`config.mk`:
```
export PLATFORM = sky130hd
export DESIGN_NAME = mux_rr_sched
export DESIGN_NICKNAME = d
export VERILOG_FILES = /design/src/rtl/mux_rr_sched.sv
export SDC_FILE = /design/constraint.sdc
export NUM_CORES = 1
export LEC_CHECK = 0
export BUFFER_PORTS_ARGS = -buffer_cell sky130_fd_sc_hd__buf_2
export CORE_UTILIZATION = 53
export CTS_CLUSTER_DIAMETER = 40
export DETAILED_ROUTE_END_ITERATION = 8
export PLACE_DENSITY = 0.77
export RECOVER_POWER = 100
export SLEW_MARGIN = 20
export SYNTH_ARGS = -nofsm -noshare
export SYNTH_HDL_FRONTEND = slang
export SYNTH_SLANG_ARGS = --single-unit
```
`constraint.sdc`:
```
create_clock -name clk -period 2.43 [get_ports clk]
set_input_delay 0.486 -clock clk [delete_from_list [all_inputs] [get_ports clk]]
set_output_delay 0.486 -clock clk [all_outputs]
set_load 0.01 [all_outputs]
```
`src/rtl/mux_rr_sched.sv`:
```
// Round-robin scheduler sharing one 4:1 mux channel among four requesters.
// It limits each grant to MAX_BURST accepted beats and re-arbitrates without an idle bubble.
//
// state | meaning
// IDLE  | no owner, gnt=0, waiting for any req
// GRANT | channel owned by requester sel, beats counted on vld & rdy
module mux_rr_sched #(
  parameter int MAX_BURST = 4,
  parameter int BURST_W   = 3
) (
  input  logic       clk,
  input  logic       rst,
  input  logic [3:0] req,
  input  logic       rdy,
  output logic [3:0] gnt,
  output logic [1:0] sel,
  output logic       vld,
  output logic       busy
);

  typedef enum logic {IDLE, GRANT} state_t;

  localparam logic [BURST_W-1:0] LAST_BEAT = BURST_W'(MAX_BURST - 1);

  state_t             state;
  logic [BURST_W-1:0] count;
  logic [1:0]         ptr;
  logic [2:0]         arb_idle;
  logic [2:0]         arb_rel;
  logic               beat;
  logic               release_g;

  // Returns {found, index}; the search starts after last and examines last itself at the end.
  function automatic logic [2:0] arbitrate(input logic [3:0] r, input logic [1:0] last);
    logic       found;
    logic [1:0] idx;
    logic [1:0] cand;
    found = 1'b0;
    idx   = last;
    for (int k = 1; k <= 4; k++) begin
      cand = last + 2'(k);
      if (!found && r[cand]) begin
        found = 1'b1;
        idx   = cand;
      end
    end
    return {found, idx};
  endfunction

  assign arb_idle  = arbitrate(req, ptr);
  assign arb_rel   = arbitrate(req, sel);
  assign busy      = (state == GRANT);
  assign vld       = busy & req[sel];
  assign beat      = vld & rdy;
  assign release_g = busy & (~req[sel] | (beat & (count == LAST_BEAT)));

  always_ff @(posedge clk or posedge rst) begin
    if (rst) begin
      state <= IDLE;
      gnt   <= 4'b0000;
      sel   <= 2'd0;
      count <= '0;
      ptr   <= 2'd3;
    end else begin
      case (state)
        IDLE: begin
          if (arb_idle[2]) begin
            state <= GRANT;
            gnt   <= 4'b0001 << arb_idle[1:0];
            sel   <= arb_idle[1:0];
            count <= '0;
          end
        end
        GRANT: begin
          if (release_g) begin
            ptr <= sel;
            if (arb_rel[2]) begin
              gnt   <= 4'b0001 << arb_rel[1:0];
              sel   <= arb_rel[1:0];
              count <= '0;
            end else begin
              // sel deliberately keeps its last value when going idle
              state <= IDLE;
              gnt   <= 4'b0000;
            end
          end else if (beat) begin
            count <= count + BURST_W'(1);
          end
        end
        default: state <= IDLE;
      endcase
    end
  end

endmodule

```
==> flow_metrics.py, run 1 <==
metrics = {
    "outcome": {
        "outcome": "finished, final reports clean",
    },
    "logic_synthesis": {
        "syn_nets": 93,
        "synthCells": 84,
        "async_reset_ff_frac": 1.00,
        "yosys_warnings": 0,
        "seq_area_frac_synth": 0.365,
        "synth_area_um2": 830,
        "ys_types": 34,
        "synth_ff_type": "dfrtp_1",
        "syn_avg_cell_area_um2": 9.88,
        "synth-seq-cells": 12,
        "synth-edff-count": 0,
    },
    "clock_tree": {
        "clockRootBuffer": "clkbuf_4",
        "cts_resized": 0,
        "htree_levels": 1,
        "post_cts_buffers": 0,
        "hold_buffers": 0,
        "cts_max_path_buffers": 2,
        "cts.sinks": 12,
        "cts_tree": "done",
        "cts.clk_slew.worst_paths_ns": 0.08,
        "clock_latency_ns": 0.28,
        "cts_made_buffers": 3,
    },
    "grt": {
        "grt_use_total": 0.224,
        "grt_pass1_vias": 648,
        "grt_pass1_wl_um": 2930,
        "grt_antenna_before_repair": 0,
        "grt_overflow": 0,
        "grt_max_degree": 13,
    },
    "critical_path": {
        "cp-start-kind": "flop",
        "path_max_fanout": 8,
        "crit_path_top_delay_cell": "mux4_2",
        "cp_top_family": "multiplexers",
        "crit_path_cell_trace": "mux4_2 > nand2_1 > inv_1 > clkbuf_1",
        "rr_startpoint": "sel[0]",
        "arrival_ns": 1.66,
        "r2r-end": "gnt[3]",
        "reg2reg_slack_ns": 0.35,
        "worstSetupPathType": "flop to output port",
        "crit_path_max_incr_delay_ns": 0.56,
        "crit_path_end_kind": "output port",
        "worstRegToRegCells": 5,
        "cp_num_buf_inv": 2,
        "cp.required_ns": 1.94,
        "setup.worst_path.start": "sel[0]",
    },
    "pwr": {
        "clockPowerShare": 0.147,
        "leakagePower_uw": 0.000407,
        "p_int_uw": 660,
        "p_seq_frac": 0.365,
        "p_per_area_nw_per_um2": 1180,
        "swShare": 0.388,
        "p_sw_uw": 417,
        "vdd_drop_max_uv": 629,
        "comb_power_share": 0.488,
    },
    "placed_design": {
        "hpwl_um": 1250,
        "port_buffers": 14,
        "place.gp.congestion": 0.809,
    },
    "die": {
        "core_um2": 1380,
        "ios": 15,
        "die_y_um": 41.6,
        "die_area_um2": 1730,
        "start_util": 0.600,
        "rows": 13,
        "die_x_um": 41.6,
    },
    "sta": {
        "slew_headroom": 0.554,
        "hold_ws_ns": 0.184,
        "finalHoldViolations": 0,
        "period_share": 0.884,
        "fin_crit_ns": 2.15,
        "report.final.slew_viol_count": 0,
        "worst_slew_pin_slew_ns": 0.661,
        "clock_skew_ns": 0.00916,
        "finalSetupViolations": 0,
        "rsz0062_at_grt": "false",
        "final.setup.tns_ns": 0,
        "fmax_mhz": 466,
    },
    "run": {
        "max-cap-violations": 0,
    },
    "drt": {
        "drt_iter0_drc": 12,
        "viasPerCell": 6.15,
        "routedWlPerCell_um": 14.7,
        "post-route-drc-count": 0,
        "ant_nets": 0,
        "dr.pass1.iters": 4,
        "vias": 695,
        "wl_um": 1660,
    },
    "layout": {
        "drive_gt1_frac": 0.245,
        "antenna_cells": 0,
        "finalNetCount": 108,
        "area.growth.synth_to_final_pct": 10.3,
        "finish.utilization": 0.662,
    },
    "hold_path": {
        "hp-class": "primary input to asynchronous set/reset pin",
    },
}
cells in the final DEF (no fill, tap or decap), drive strengths merged, types with 2 or more instances in the layout:
| cell | count |
|---|---|
| nor2b | 3 |
| o21ai | 5 |
| nand2 | 5 |
| mux2 | 8 |
| a21oi | 3 |
| o32ai | 4 |
| dfrtp | 10 |
| a22o | 2 |
| a211oi | 2 |
| nor2 | 3 |
| nand2b | 5 |
| a211o | 2 |
| ha | 2 |
| nor3 | 2 |
| clkbuf | 13 |
| buf | 5 |
| mux2i | 3 |
| dfstp | 2 |
| inv | 6 |
cells by family (layout without fill, tap and decap cells):
group / count (synthesis) / count (layout) / share of synthesized area
simple gates: 25 / 25 / 0.172
compound gates: 23 / 23 / 0.210
mux: 12 / 12 / 0.172
flops: 12 / 12 / 0.365
buf+inv: 10 / 24 / 0.0513
fa+ha+maj: 2 / 2 / 0.0302
power groups by stage:
stage / logic [uW] / registers, uW / clock network [uW]
after floorplan: 447 / 362 / 0
after global placement: 533 / 390 / 0
after detailed placement: 549 / 393 / 0
after CTS: 554 / 392 / 164
after global routing: 582 / 411 / 169
final: 526 / 393 / 158
worst max path at each step:
stage,to,slack (ns),cells past startpoint
final,vld,0.28,4
after detailed placement,gnt[0],0.40,6
after floorplan,gnt[0],0.61,5
after global placement,gnt[1],0.44,6
after global routing,vld,0.18,4
after CTS,vld,0.29,4
synth_stat cells, drive strengths merged (3+ instances only):
cell type	number	area share
dfrtp	10	0.30
buf	4	0.024
mux2	8	0.11
nand2b	5	0.038
a21oi	3	0.023
o21ai	5	0.030
nor2	3	0.017
mux2i	3	0.036
o32ai	4	0.042
inv	6	0.027
nor2b	3	0.023
nand2	5	0.026
state kept, by name, summed over array words and instances, names as in the netlist:
name   cells
gnt        4
sel        2
count      3
ptr        2
busy       1
cell type report:
| cell class | count | area, um2 |
|---|---|---|
| Timing Repair Buffer | 14 | 58.8 |
| Clock buffer | 4 | 36.3 |
| Sequential cell | 12 | 303 |
| Inverter | 6 | 22.5 |
| Tap cell | 15 | 18.8 |
| Multi-Input combinational cell | 62 | 475 |
| Fill cell | 117 | 468 |
routing by layer:
metal / global-route usage / routed length, um / part of all wire
met1: 0.313 / 803 / 0.48
met2: 0.328 / 766 / 0.46
met3: 0.0565 / 56 / 0.034
met4: 0.0968 / 31 / 0.019
met5: 0 / 0 / 0
per-stage QoR:
stage / cells / power [uW] / setup slack (ns) / area [um2]
5_1_grt: 113 / 1160 / 0.185 / 915
3_5_place_dp: 109 / 942 / 0.404 / 898
4_1_cts: 113 / 1110 / 0.285 / 935
3_3_place_gp: 109 / 923 / 0.436 / 898
6_report: 113 / 1080 / 0.282 / 915
2_1_floorplan: 84 / 809 / 0.614 / 830
(Power assumes the default switching activity.)
==> run 2, diff against run 1 <==
--- a/config.mk
+++ b/config.mk
@@ -5,11 +5,13 @@
 export SDC_FILE = /design/constraint.sdc
 export NUM_CORES = 1
 export LEC_CHECK = 0
+export ABC_AREA = 1
 export BUFFER_PORTS_ARGS = -buffer_cell sky130_fd_sc_hd__buf_2
-export CORE_UTILIZATION = 53
+export CORE_UTILIZATION = 56
 export CTS_CLUSTER_DIAMETER = 40
+export CTS_CLUSTER_SIZE = 8
 export DETAILED_ROUTE_END_ITERATION = 8
-export PLACE_DENSITY = 0.77
+export PLACE_DENSITY = 0.79
 export RECOVER_POWER = 100
 export SLEW_MARGIN = 20
 export SYNTH_ARGS = -nofsm -noshare
==> constraint.sdc (replaced) <==
create_clock -name clk -period 2.43 [get_ports clk]
set_input_delay 0.1215 -clock clk [delete_from_list [all_inputs] [get_ports clk]]
set_output_delay 0.1215 -clock clk [all_outputs]
set_load 0.01 [all_outputs]
==> run 2 against run 1 <==
First-iteration DRC count grew to 5.1 times the previous value. Fmax increased by 10%. Core utilization up 0.93 points. Sequential share of layout area is 7.8 points lower. Global-route usage up 5.0 points. Critical path depth up 8. Worst hold slack better by 0.097 ns. Area after synthesis increased by 31%. Count of clock-buffer cells in the layout stayed put. Final cell count increased by 87%. Design area rose by 31%. Highest routed layer unchanged.
==> flow_metrics.py, run 2 <==
metrics = {
    "outcome": {
        "outcome": "finished, final reports clean",
    },
    "logic_synthesis": {
        "synth_ff_type": "dfrtp_1",
        "syn_avg_cell_area_um2": 6.44,
        "synthTopCellsByArea": "nand2_1 24%, dfrtp_1 23%, nand3_1 8.7%, nor2_1 5.5%, dfstp_2 4.8%",
        "syn_nets": 178,
        "synth-seq-cells": 12,
        "async_reset_ff_frac": 1.00,
        "synth-edff-count": 0,
        "yosys_warnings": 0,
        "synth.most_common_cell": "nand2_1",
        "synth_area_leader_cell": "nand2_1",
        "synth_commonest_cells": "70 x nand2_1, 19 x nand3_1, 16 x nor2_1",
        "synthCells": 169,
        "ys_types": 28,
        "synth_area_um2": 1090,
        "synth_top_area_share": 0.241,
        "seq_area_frac_synth": 0.278,
    },
    "sta": {
        "worst_slew_pin_slew_ns": 0.477,
        "clock_skew_ns": 0.00240,
        "finalHoldViolations": 0,
        "finalSetupViolations": 0,
        "final.setup.tns_ns": 0,
        "report.final.slew_viol_count": 0,
        "rsz0062_at_grt": "false",
        "period_share": 0.802,
        "slew_headroom": 0.682,
        "fmax_mhz": 513,
        "fin_crit_ns": 1.95,
    },
    "drt": {
        "vias": 1140,
        "post-route-drc-count": 0,
        "drt_iter0_drc": 61,
        "wl_met3_um": 142,
        "m1WireLength_um": 1100,
        "viasPerCell": 5.40,
        "dr.max_layer_used": "met4",
        "ant_nets": 0,
        "routedWlPerCell_um": 11.9,
        "dr.pass1.iters": 4,
        "wl_um": 2510,
        "dr_wl_met2_um": 1250,
    },
    "grt": {
        "grt_pass1_wl_um": 4170,
        "grt_pass1_vias": 1012,
        "grt_overflow": 0,
        "grt_max_degree": 13,
        "grt_use_total": 0.274,
        "grt_antenna_before_repair": 0,
    },
    "run": {
        "max-cap-violations": 0,
    },
    "clock_tree": {
        "post_cts_buffers": 0,
        "clock_latency_ns": 0.28,
        "cts.sinks": 12,
        "cts.clk_slew.worst_paths_ns": 0.08,
        "cts_made_buffers": 3,
        "cts_max_path_buffers": 2,
        "htree_levels": 1,
        "cts_tree": "done",
        "clockRootBuffer": "clkbuf_4",
    },
    "critical_path": {
        "cp-start-kind": "flop",
        "crit_path_end": "gnt[1]",
        "r2r-end": "gnt[1]",
        "worstSetupPathType": "flop to flop",
        "rr_startpoint": "sel[0]",
        "setup.worst_path.start": "sel[0]",
        "cp.required_ns": 2.64,
        "path_max_fanout": 10,
        "reg2reg_slack_ns": 0.48,
        "crit_path_end_kind": "flop",
        "arrival_ns": 2.16,
        "worstRegToRegCells": 12,
    },
    "placed_design": {
        "placed_cell_area_um2": 1180,
        "dp_cells": 206,
        "place.gp.congestion": 0.905,
        "port_buffers": 14,
        "hpwl_um": 1960,
    },
    "layout": {
        "antenna_cells": 0,
        "top_register": "gnt",
        "fill_cells": 159,
        "final-instance-count-excl-fill": 211,
        "largest_reg_flops": 4,
        "drive_gt1_frac": 0.156,
        "multi_input_comb_area_um2": 702,
        "finish.utilization": 0.671,
        "layout_commonest_cell": "nand2_1",
        "mostFrequentLayoutCells": "71 x nand2_1, 19 x nand3_1, 17 x nor2_1, 10 x inv_1, 10 x dfrtp_1",
        "reg.largest.list": "gnt (4), count (3)",
        "seqCellArea_um2": 303,
        "area.growth.synth_to_final_pct": 9.89,
        "finalNetCount": 196,
        "final_area_um2": 1200,
    },
    "die": {
        "rows": 15,
        "start_util": 0.611,
        "die_area_um2": 2120,
        "die_y_um": 46.1,
        "core_um2": 1780,
        "die_x_um": 46.1,
        "ios": 15,
    },
    "hold_path": {
        "min_path_cells": 5,
        "hp-class": "primary input to flop",
    },
}
==> run 2: cell count changes after synthesis, moves of 4 or more <==
cell	previous run	this run
nand2_1	4	70
nand3_1	0	19
nor2_1	2	16
mux2_2	8	0
nand2b_1	5	0
inv_1	6	10
nand2_2	1	5
o32ai_1	4	0
==> run 2: worst min path at each step <==
stage               startpoint        to  slack [ns]
finish                     rdy  count[1]        0.28
CTS                        rdy  count[0]        0.28
global placement           rst    gnt[1]        0.15
floorplan                  rst      busy       -0.02
detailed placement         rst    gnt[2]        0.17
global route               rdy  count[0]        0.34
==> run 2: layout make-up <==
cell class | count | share of cell area
multi-input combinational | 142 | 0.587
sequential | 12 | 0.253
timing repair buffer | 15 | 0.0586
inverter | 13 | 0.0450
clock buffer | 4 | 0.0303
tap | 25 | 0.0262
==> run 2: cell families (layout without fill, tap and decap cells) <==
| family | count (synthesis) | count (layout) | synth area share |
|---|---|---|---|
| and+or+nand+nor | 124 | 124 | 0.549 |
| AOI/OAI and AO/OA | 16 | 16 | 0.0885 |
| buffers and inverters | 15 | 32 | 0.0609 |
| DFF | 12 | 12 | 0.278 |
| adders and majority gates | 2 | 2 | 0.0230 |
==> run 2: metrics by stage <==
stage | hold slack, ns | worst slack [ns]
2_1_floorplan | -0.0152 | 0.791
3_3_place_gp | 0.150 | 0.634
3_5_place_dp | 0.166 | 0.553
4_1_cts | 0.285 | 0.535
5_1_grt | 0.342 | 0.256
6_report | 0.281 | 0.481
==> run 2: repair_timing <==
item | in CTS | in global routing
hold buffers | 1 | 0
endpoints found under the hold margin | 10 | 0
resized for setup | 0 | 0
==> run 2: routing by layer <==
| metal | vias up | track usage |
|---|---|---|
| met5 | - | 0 |
| met4 | 0 | 0.0529 |
| met3 | 3 | 0.0431 |
| met2 | 46 | 0.496 |
| met1 | 510 | 0.342 |
| li1 | 581 | - |
==> run 2: worst max-delay path: stages (launching register included) <==
cell and delay, ns:
dfrtp_1 0.55, inv_4 0.11, nand2_1 0.13, nand2_1 0.06, nand2_1 0.05, nand2_1 0.12
nor2_8 0.15, nand3b_1 0.18, nor2_1 0.23, nor2_4 0.08, nand2_1 0.07, nor2_1 0.05
nor2_1 0.10
Power of run 2 is left out: the tool's default activity adds up to more than one toggle a clock period on the data nets, which glitch-free logic cannot reach.
